===== src/rtl/rv_norm_pipe_pkg.sv =====
// Shared FPU package: default single-precision widths, exponent floor and
// the tag width shared with the rounding stage, plus a saturating counter helper.
package RV_fpu_pkg;

  localparam int MANW_SP   = 24;
  localparam int EXPW_SP   = 8;
  localparam int TAGW_SP   = 4;
  localparam int EXP_FLOOR = 0;

  // Increment a 32-bit event counter, sticking at all-ones instead of wrapping.
  function automatic logic [31:0] sat_inc32(input logic [31:0] v);
    return (v == 32'hFFFF_FFFF) ? v : v + 32'd1;
  endfunction

endpackage


===== src/rtl/RV_lzc.sv =====
// Leading/trailing zero counter. MODE=1 counts leading zeros from the MSB,
// MODE=0 counts trailing zeros from the LSB. valid_o=0 means the input is all zeros.
module RV_lzc #(
  parameter int N    = 24,
  parameter int MODE = 1,
  parameter int CW   = (N > 1) ? $clog2(N) : 1
) (
  input  logic [N-1:0]  in_i,
  output logic [CW-1:0] cnt_o,
  output logic          valid_o
);

  logic found;

  // Scan from the chosen end and report the position of the first set bit.
  always_comb begin
    cnt_o = '0;
    found = 1'b0;
    for (int i = 0; i < N; i++) begin
      if (!found && in_i[(MODE == 1) ? (N - 1 - i) : i]) begin
        cnt_o = CW'(i);
        found = 1'b1;
      end
    end
    valid_o = found;
  end

endmodule


===== src/rtl/rv_norm_pipe_pipe_reg.sv =====
// Valid/data pipeline register with load enable and synchronous active-low reset.
module rv_pipe_reg #(
  parameter int W = 8
) (
  input  logic         clk,
  input  logic         reset,
  input  logic         en,
  input  logic         valid_in,
  input  logic [W-1:0] data_in,
  output logic         valid,
  output logic [W-1:0] data
);

  // Load valid and data together whenever the stage is allowed to advance.
  always_ff @(posedge clk) begin
    if (!reset) begin
      valid <= 1'b0;
      data  <= '0;
    end else if (en) begin
      valid <= valid_in;
      data  <= data_in;
    end
  end

endmodule


===== src/rtl/rv_norm_pipe.sv =====
// Two-stage elastic mantissa normalizer: S1 captures the raw operand, the
// S1->S2 path counts leading zeros and shifts, S2 holds the result.
// Optional macro RV_NORM_PERF_EN adds saturating zero/denorm transfer counters.
module rv_norm_pipe
  import RV_fpu_pkg::*;
#(
  parameter int MANW = MANW_SP,
  parameter int EXPW = EXPW_SP,
  parameter int TAGW = TAGW_SP
) (
  input  logic            clk,
  input  logic            reset,
  input  logic            valid_i,
  output logic            ready_o,
  input  logic [MANW-1:0] mant_i,
  input  logic [EXPW-1:0] exp_i,
  input  logic [TAGW-1:0] tag_i,
  output logic            valid_o,
  input  logic            ready_i,
  output logic [MANW-1:0] mant_o,
  output logic [EXPW-1:0] exp_o,
  output logic [TAGW-1:0] tag_o,
  output logic            zero_o,
  output logic            denorm_o
`ifdef RV_NORM_PERF_EN
  ,
  output logic [31:0]     perf_zero_o,
  output logic [31:0]     perf_denorm_o
`endif
);

  localparam int LZW = (MANW > 1) ? $clog2(MANW) : 1;
  localparam int CW  = (LZW > EXPW) ? LZW : EXPW;
  localparam int S1W = MANW + EXPW + TAGW;
  localparam int S2W = S1W + 2;

  logic            v1, v2, adv1, adv2;
  logic [S1W-1:0]  s1_q;
  logic [S2W-1:0]  s2_q;
  logic [MANW-1:0] s1_mant;
  logic [EXPW-1:0] s1_exp;
  logic [TAGW-1:0] s1_tag;
  logic [LZW-1:0]  lz;
  logic            nz;
  logic [CW-1:0]   lz_w, exp_w;
  logic [MANW-1:0] n_mant;
  logic [EXPW-1:0] n_exp;
  logic            n_zero, n_den;

  assign adv2    = !v2 | ready_i;
  assign adv1    = !v1 | adv2;
  assign ready_o = adv1;

  rv_pipe_reg #(.W(S1W)) u_s1 (
    .clk      (clk),
    .reset    (reset),
    .en       (adv1),
    .valid_in (valid_i),
    .data_in  ({mant_i, exp_i, tag_i}),
    .valid    (v1),
    .data     (s1_q)
  );

  assign {s1_mant, s1_exp, s1_tag} = s1_q;

  RV_lzc #(.N(MANW), .MODE(1), .CW(LZW)) u_lzc (
    .in_i    (s1_mant),
    .cnt_o   (lz),
    .valid_o (nz)
  );

  // Shift out leading zeros, but never drive the exponent below the floor;
  // when the exponent runs out first the result is left denormal.
  always_comb begin
    lz_w             = '0;
    lz_w[LZW-1:0]    = lz;
    exp_w            = '0;
    exp_w[EXPW-1:0]  = s1_exp;
    n_mant           = '0;
    n_exp            = EXPW'(EXP_FLOOR);
    n_zero           = 1'b0;
    n_den            = 1'b0;
    if (!nz) begin
      n_zero = 1'b1;
    end else if (lz_w < exp_w) begin
      n_mant = s1_mant << lz_w;
      n_exp  = s1_exp - lz_w[EXPW-1:0];
    end else begin
      n_mant = s1_mant << exp_w;
      n_den  = 1'b1;
    end
  end

  rv_pipe_reg #(.W(S2W)) u_s2 (
    .clk      (clk),
    .reset    (reset),
    .en       (adv2),
    .valid_in (v1),
    .data_in  ({n_mant, n_exp, s1_tag, n_zero, n_den}),
    .valid    (v2),
    .data     (s2_q)
  );

  assign valid_o = v2;
  assign {mant_o, exp_o, tag_o, zero_o, denorm_o} = s2_q;

`ifdef RV_NORM_PERF_EN
  // Count zero and denormal results as they leave the block.
  always_ff @(posedge clk) begin
    if (!reset) begin
      perf_zero_o   <= '0;
      perf_denorm_o <= '0;
    end else if (valid_o && ready_i) begin
      if (zero_o)   perf_zero_o   <= sat_inc32(perf_zero_o);
      if (denorm_o) perf_denorm_o <= sat_inc32(perf_denorm_o);
    end
  end
`endif

endmodule


===== config.mk =====
export PLATFORM = sky130hd
export DESIGN_NAME = rv_norm_pipe
export DESIGN_NICKNAME = d
export VERILOG_FILES = /design/src/rtl/rv_norm_pipe_pkg.sv /design/src/rtl/RV_lzc.sv /design/src/rtl/rv_norm_pipe_pipe_reg.sv /design/src/rtl/rv_norm_pipe.sv
export SDC_FILE = /design/constraint.sdc
export NUM_CORES = 1
export LEC_CHECK = 0
export ABC_AREA = 1
export CAP_MARGIN = 20
export CORE_AREA = 2 2 107 88
export CTS_CLUSTER_SIZE = 25
export DETAILED_ROUTE_END_ITERATION = 8
export DIE_AREA = 0 0 109 90
export PLACE_DENSITY = 0.82
export SYNTH_ARGS = -nofsm -noshare
export SYNTH_HDL_FRONTEND = slang
export SYNTH_SLANG_ARGS = --single-unit

===== constraint.sdc =====
create_clock -name clk -period 8 [get_ports clk]
set_input_delay 1.6 -clock clk [delete_from_list [all_inputs] [get_ports clk]]
set_output_delay 1.6 -clock clk [all_outputs]
set_load 0.005 [all_outputs]

Yosys cells after proc, flatten, opt, wreduce, memory -nomap -nowiden
Index checks and enable logic that the tools add are counted.
Storage, ports and cells
  input bits: 40
  register bits: 76
  logic and storage cells: 112
  output and inout port bits: 40
Operators by class
  reduce and logical (&&, ||, !) cells: 48
  magnitude comparators: 1
  bitwise logic cells: 2
  shift-type cells: 2
  muxes and demuxes: 54
  add/subtract/negate cells: 1
Operators with widths (number)
  2-to-1 mux 24 bit: 2
  2-to-1 mux 5 bit: 8
  2-to-1 mux 4 bit: 8
  2-to-1 mux 1 bit: 28
  logical NOT 1 bit: 25
  left shift 24 x 5 -> 24 bit: 1
  left shift 24 x 8 -> 24 bit: 1
  logical AND 1 bit: 23
  2-to-1 mux 8 bit: 2
  2-to-1 mux 3 bit: 4
  < comparator 5 x 8 -> 1 bit: 1
  subtractor 8 x 5 -> 8 bit: 1
  2-to-1 mux 2 bit: 2
  OR 1 bit: 2

Logic depth before layout (Yosys ltp)
  depth in word-level cells: 73
  gate-level depth with buffers: 34
  gate-level depth less buffers: 33

Hierarchy
A second synthesis with hierarchy kept.
Unflattened totals
  cells, all modules: 953
  area total of the unflattened synthesis: 5556.6 sq um
Modules (own cells, without submodules)
  rv_norm_pipe: instances 1, cells an instance 388, area an instance 1969.4 sq um
  rv_pipe_reg (u_s2): instances 1, cells an instance 247, area an instance 1601.5 sq um
  rv_pipe_reg (u_s1): instances 1, cells an instance 234, area an instance 1526.5 sq um
  RV_lzc: instances 1, cells an instance 84, area an instance 459.2 sq um

Worst setup path before layout
No wires, ideal clock.
  path kind: reg-to-reg
  start: reg u_s1.data[32]
  end: reg u_s2.data[36]
  period minus slack after synthesis: 3.801 ns
  cell stages (with the launch flop): 31
  setup slack: 4.199 ns
  buffers on the path: 2
  library setup time: 0.132 ns
  data required time: 7.868 ns
  arrival: 3.668 ns
  cells stage by stage: dfxtp_1 -> nor2_2 -> nand3_2 -> nor2_2 -> nand4_2 -> nor2_2 -> nand4_2 -> nor2_2 -> nand4_2 -> nor2_2 -> nand4_1 -> nor2_2 -> o21ai_2 -> inv_1 -> nor4b_1 -> ha_1 -> inv_1 -> nor3_1 -> nand3_1 -> nand2_2 -> nand2_4 -> buf_12 -> o21ai_4 -> buf_6 -> nand3_1 -> nand3_1 -> nand2_1 -> nand2_1 -> nand3_1 -> nand2_1 -> a21oi_2
Between the ends
  longest elaborated chain between the ends: 65
RTL lines
  from (decl): RTL line rv_norm_pipe_pipe_reg.sv:11  | output logic [W-1:0] data
  from (signal assigned): RTL line rv_norm_pipe_pipe_reg.sv:21  | data <= data_in;
  logical AND 1 bit: RTL line RV_lzc.sv:20  | if (!found && in_i[(MODE == 1) ? (N - 1 - i) : i]) begin
  2-to-1 mux 1 bit: RTL line RV_lzc.sv:20
  logical NOT 1 bit: RTL line RV_lzc.sv:20
  logical AND 1 bit: RTL line RV_lzc.sv:20
  2-to-1 mux 1 bit: RTL line RV_lzc.sv:20
  logical NOT 1 bit: RTL line RV_lzc.sv:20
  logical AND 1 bit: RTL line RV_lzc.sv:20
  2-to-1 mux 1 bit: RTL line RV_lzc.sv:20
  (+49 left out)
  logical AND 1 bit: RTL line RV_lzc.sv:20
  2-to-1 mux 1 bit: RTL line RV_lzc.sv:20
  logical NOT 1 bit: RTL line RV_lzc.sv:20
  logical AND 1 bit: RTL line RV_lzc.sv:20
  2-to-1 mux 5 bit: RTL line RV_lzc.sv:20
  < comparator 5 x 8 -> 1 bit or left shift 24 x 5 -> 24 bit (tied branches): RTL line rv_norm_pipe.sv:85, rv_norm_pipe.sv:86
  2-to-1 mux 24 bit: RTL line rv_norm_pipe.sv:85  | end else if (lz_w < exp_w) begin
  2-to-1 mux 24 bit *: RTL line rv_norm_pipe.sv:83  | if (!nz) begin
  to (signal assigned): RTL line rv_norm_pipe_pipe_reg.sv:21
  to (decl): RTL line rv_norm_pipe_pipe_reg.sv:11
Every way passes the cells marked *; elsewhere a longest branch is shown, timed or not.
A chain may end at the register's enable or synchronous reset.

Final worst setup path
  start: reg u_s1.data[32]
  end: reg u_s2.data[37]
The elaborated chain is that of the path after synthesis.

==> results.py <==
metrics = {
    "worst_hold_path": {
        "holdPathStages": 2,
        "min_to": "u_s2.data[30]",
        "hold_class": "flop to flop",
        "hold_start": "u_s2.data[30]",
    },
    "pwr": {
        "swShare_pct": 37.99,
        "power_frac_seq_pct": 35.2,
        "netSwitchingPower_w": 0.0004903,
        "p_leak_nw": 2.500,
        "combPwrFrac_pct": 39.3,
        "total_power_w": 0.001290,
        "ir_drop_uv": 145.1,
        "power_density_nw_per_um2": 223.2,
        "p_clk_share_pct": 25.5,
        "internal_power_w": 0.0008002,
    },
    "floorplanning": {
        "core_sq_um": 8805,
        "dieHeight_microns": 90,
        "die_area_sq_um": 9810,
        "die_x_microns": 109,
        "io_pins": 80,
        "num_rows": 31,
        "initial_core_util_pct": 54.46,
    },
    "global_route": {
        "grt_max_degree": 77,
        "grt_overflow": 0,
        "track_usage_pct": 28.68,
        "first_global_vias": 4915,
        "antenna_found_initial": 0,
        "grt_pass1_wl_mm": 22.88,
    },
    "timing": {
        "setup_viol": 0,
        "finalMaxSlewViolations": 0,
        "final.setup.worst_slack_ns": 2.933,
        "tightestPinTransition_ns": 0.7237,
        "maxSlewHeadroom_pct": 51.76,
        "fin_crit_ns": 5.067,
        "fmax_ghz": 0.1974,
        "whs_ns": 0.4650,
        "skew_ns": 0.01105,
        "finalHoldViolations": 0,
        "min_period_over_period_pct": 63.33,
        "rsz0062_at_grt": "false",
        "finalSetupTns_ns": 0,
    },
    "placement": {
        "hpwl_mm": 9.586,
        "portBuffers": 79,
        "gp_congestion": 0.9831,
        "dp_slack_ns": 3.001,
    },
    "final_layout": {
        "final_cell_mix": "nand2_1 (202), nand3_1 (155), clkdlybuf4s50_1 (79), a21oi_1 (76), dfxtp_1 (76)",
        "fill_cells": 800,
        "final_nets": 837,
        "area_delta_synth_final_pct": 20.56,
        "multiInputGateArea_sq_um": 2838,
        "drive_above_1_share_pct": 9.285,
        "area.sequential_sq_um": 1521,
        "diodes": 0,
        "layout_commonest_cell": "nand2_1",
    },
    "drt": {
        "drcViolationCount": 0,
        "first_pass_iters": 5,
        "wl_per_cell_microns": 14.92,
        "drt-total-wl_mm": 13.60,
        "viasPerCell": 5.809,
        "vias": 5298,
        "drt-initial-drc-count": 498,
        "antenna_left": 0,
    },
    "setup_path": {
        "path_class": "flop to flop",
        "cpMostUsedCell": "nor2_2",
        "r2r_slack_ns": 2.93,
        "worstPathMaxFanout": 32,
        "arrival_ns": 5.29,
        "critPathLaunchType": "flop",
        "r2r_start": "u_s1.data[32]",
        "worst_ep_required_time_ns": 8.22,
        "cp_slowest_cell": "o21ai_4",
        "critPathCaptureType": "flop",
        "crit_path_max_incr_delay_ns": 0.57,
        "rr_worst_depth": 28,
        "r2r-end": "u_s2.data[37]",
    },
    "clock_tree": {
        "insertion_delay_ns": 0.37,
        "cts_tree": "yes",
        "htree_levels": 3,
        "ctsHoldBuffers": 0,
        "clkSinkCount": 76,
        "cts_buffer_depth": 2,
        "post_cts_buffers": 0,
        "ctsResizeCount": 0,
        "cts_root_buf": "clkbuf_8",
        "cts_made_buffers": 9,
        "clk_pin_slew_ns": 0.09,
    },
    "yosys": {
        "synth_area_leaders": "dfxtp_1 (32%), nand3_1 (16%), nand2_1 (16%), a21oi_1 (7.9%), inv_1 (4.0%)",
        "ys_types": 40,
        "ys_warn_count": 0,
        "ys_ff_latch": 76,
        "synth_top_area_share_pct": 31.73,
        "netlist_area_sq_um": 4795,
        "yosysTopAreaCell": "dfxtp_1",
        "syn_nets": 784,
        "synth-seq-area-share_pct": 31.73,
        "syn_area_per_cell_sq_um": 6.488,
        "syn-instance-count": 739,
    },
    "run": {
        "drv_cap": 0,
    },
    "outcome": {
        "outcome": "complete, no violations",
    },
}
## sequential cells by signal (all words and copies together) (netlist names)
register and count:
u_s1.data 36, u_s1.valid 1, u_s2.data 38, u_s2.valid 1
## synthesized netlist by cell type, drive strengths merged
| master | number |
|---|---|
| ha | 4 |
| clkbuf | 22 |
| nor4b | 1 |
| dfxtp | 76 |
| buf | 20 |
| nand4 | 14 |
| clkinv | 1 |
| nand3 | 166 |
| nor2 | 41 |
| a32oi | 1 |
| xor2 | 3 |
| a22oi | 2 |
| o41ai | 3 |
| o211ai | 3 |
| inv | 56 |
| o21a | 1 |
| nor3 | 7 |
| nand2 | 214 |
| fa | 1 |
| o22ai | 2 |
| a21oi | 80 |
| o2111ai | 1 |
| o21ai | 15 |
| or2 | 3 |
| nor4 | 2 |
## final cells by class
type | instances | share of cell area, %
repair buffers | 84 | 14.68
inverters | 57 | 3.701
well taps | 115 | 2.489
clock inverters | 6 | 1.515
clock buffers | 10 | 2.208
flip-flops and latches | 76 | 26.32
multi-input cells | 564 | 49.09
## metal layers
layer	share of wire (%)	GRT usage [%]	up-vias
li1	-	-	2579
met1	46	38.82	2483
met2	46	45.34	217
met3	6.9	7.397	19
met4	1.5	7.158	0
met5	0	0	-
## kinds of logic after synthesis
kind of cell               share of synthesized area [%]
DFF                                                31.73
xor gates and xnor gates                          0.5481
and+or+nand+nor                                    43.82
AOI/OAI and AO/OA                                  13.20
buffers and inverters                              9.238
adders and majority gates                          1.461
## per-stage QoR
step / std cells / util (%) / area [sq um]
global route: 912 / 65.65 / 5781
CTS: 911 / 65.34 / 5753
floorplan: 739 / - / 4795
global placement: 895 / 62.90 / 5538
detailed placement: 895 / 62.90 / 5538
finish: 912 / 65.65 / 5781
## power groups by stage
stage                     Combinational (W)  Clock, W  Sequential, W
after floorplan                    0.000339         0       0.000460
after global placement             0.000484         0       0.000461
after detailed placement           0.000492         0       0.000462
after CTS                          0.000496  0.000334       0.000454
after global routing               0.000560  0.000347       0.000460
final                              0.000507  0.000329       0.000454
## worst max-delay path: cells and delay by family (launching register included)
kind	cells	cell delay, ns
flip-flops	1	0.37
AND/OR/NAND/NOR	21	2.87
adder cells (fa/ha/maj)	1	0.35
buffers and inverters	3	0.58
AO/OA/AOI/OAI	3	0.70
## worst max path at each step
stage                        startpoint       endpoint  slack, ns
after detailed placement  u_s1.data[32]  u_s2.data[37]       3.00
after global routing      u_s1.data[34]  u_s2.data[37]       2.56
after global placement          ready_i        ready_o       3.05
final                     u_s1.data[32]  u_s2.data[37]       2.93
after floorplan           u_s1.data[32]  u_s2.data[36]       4.20
after CTS                 u_s1.data[32]  u_s2.data[37]       2.99
Power figures use the tool's default switching activity.
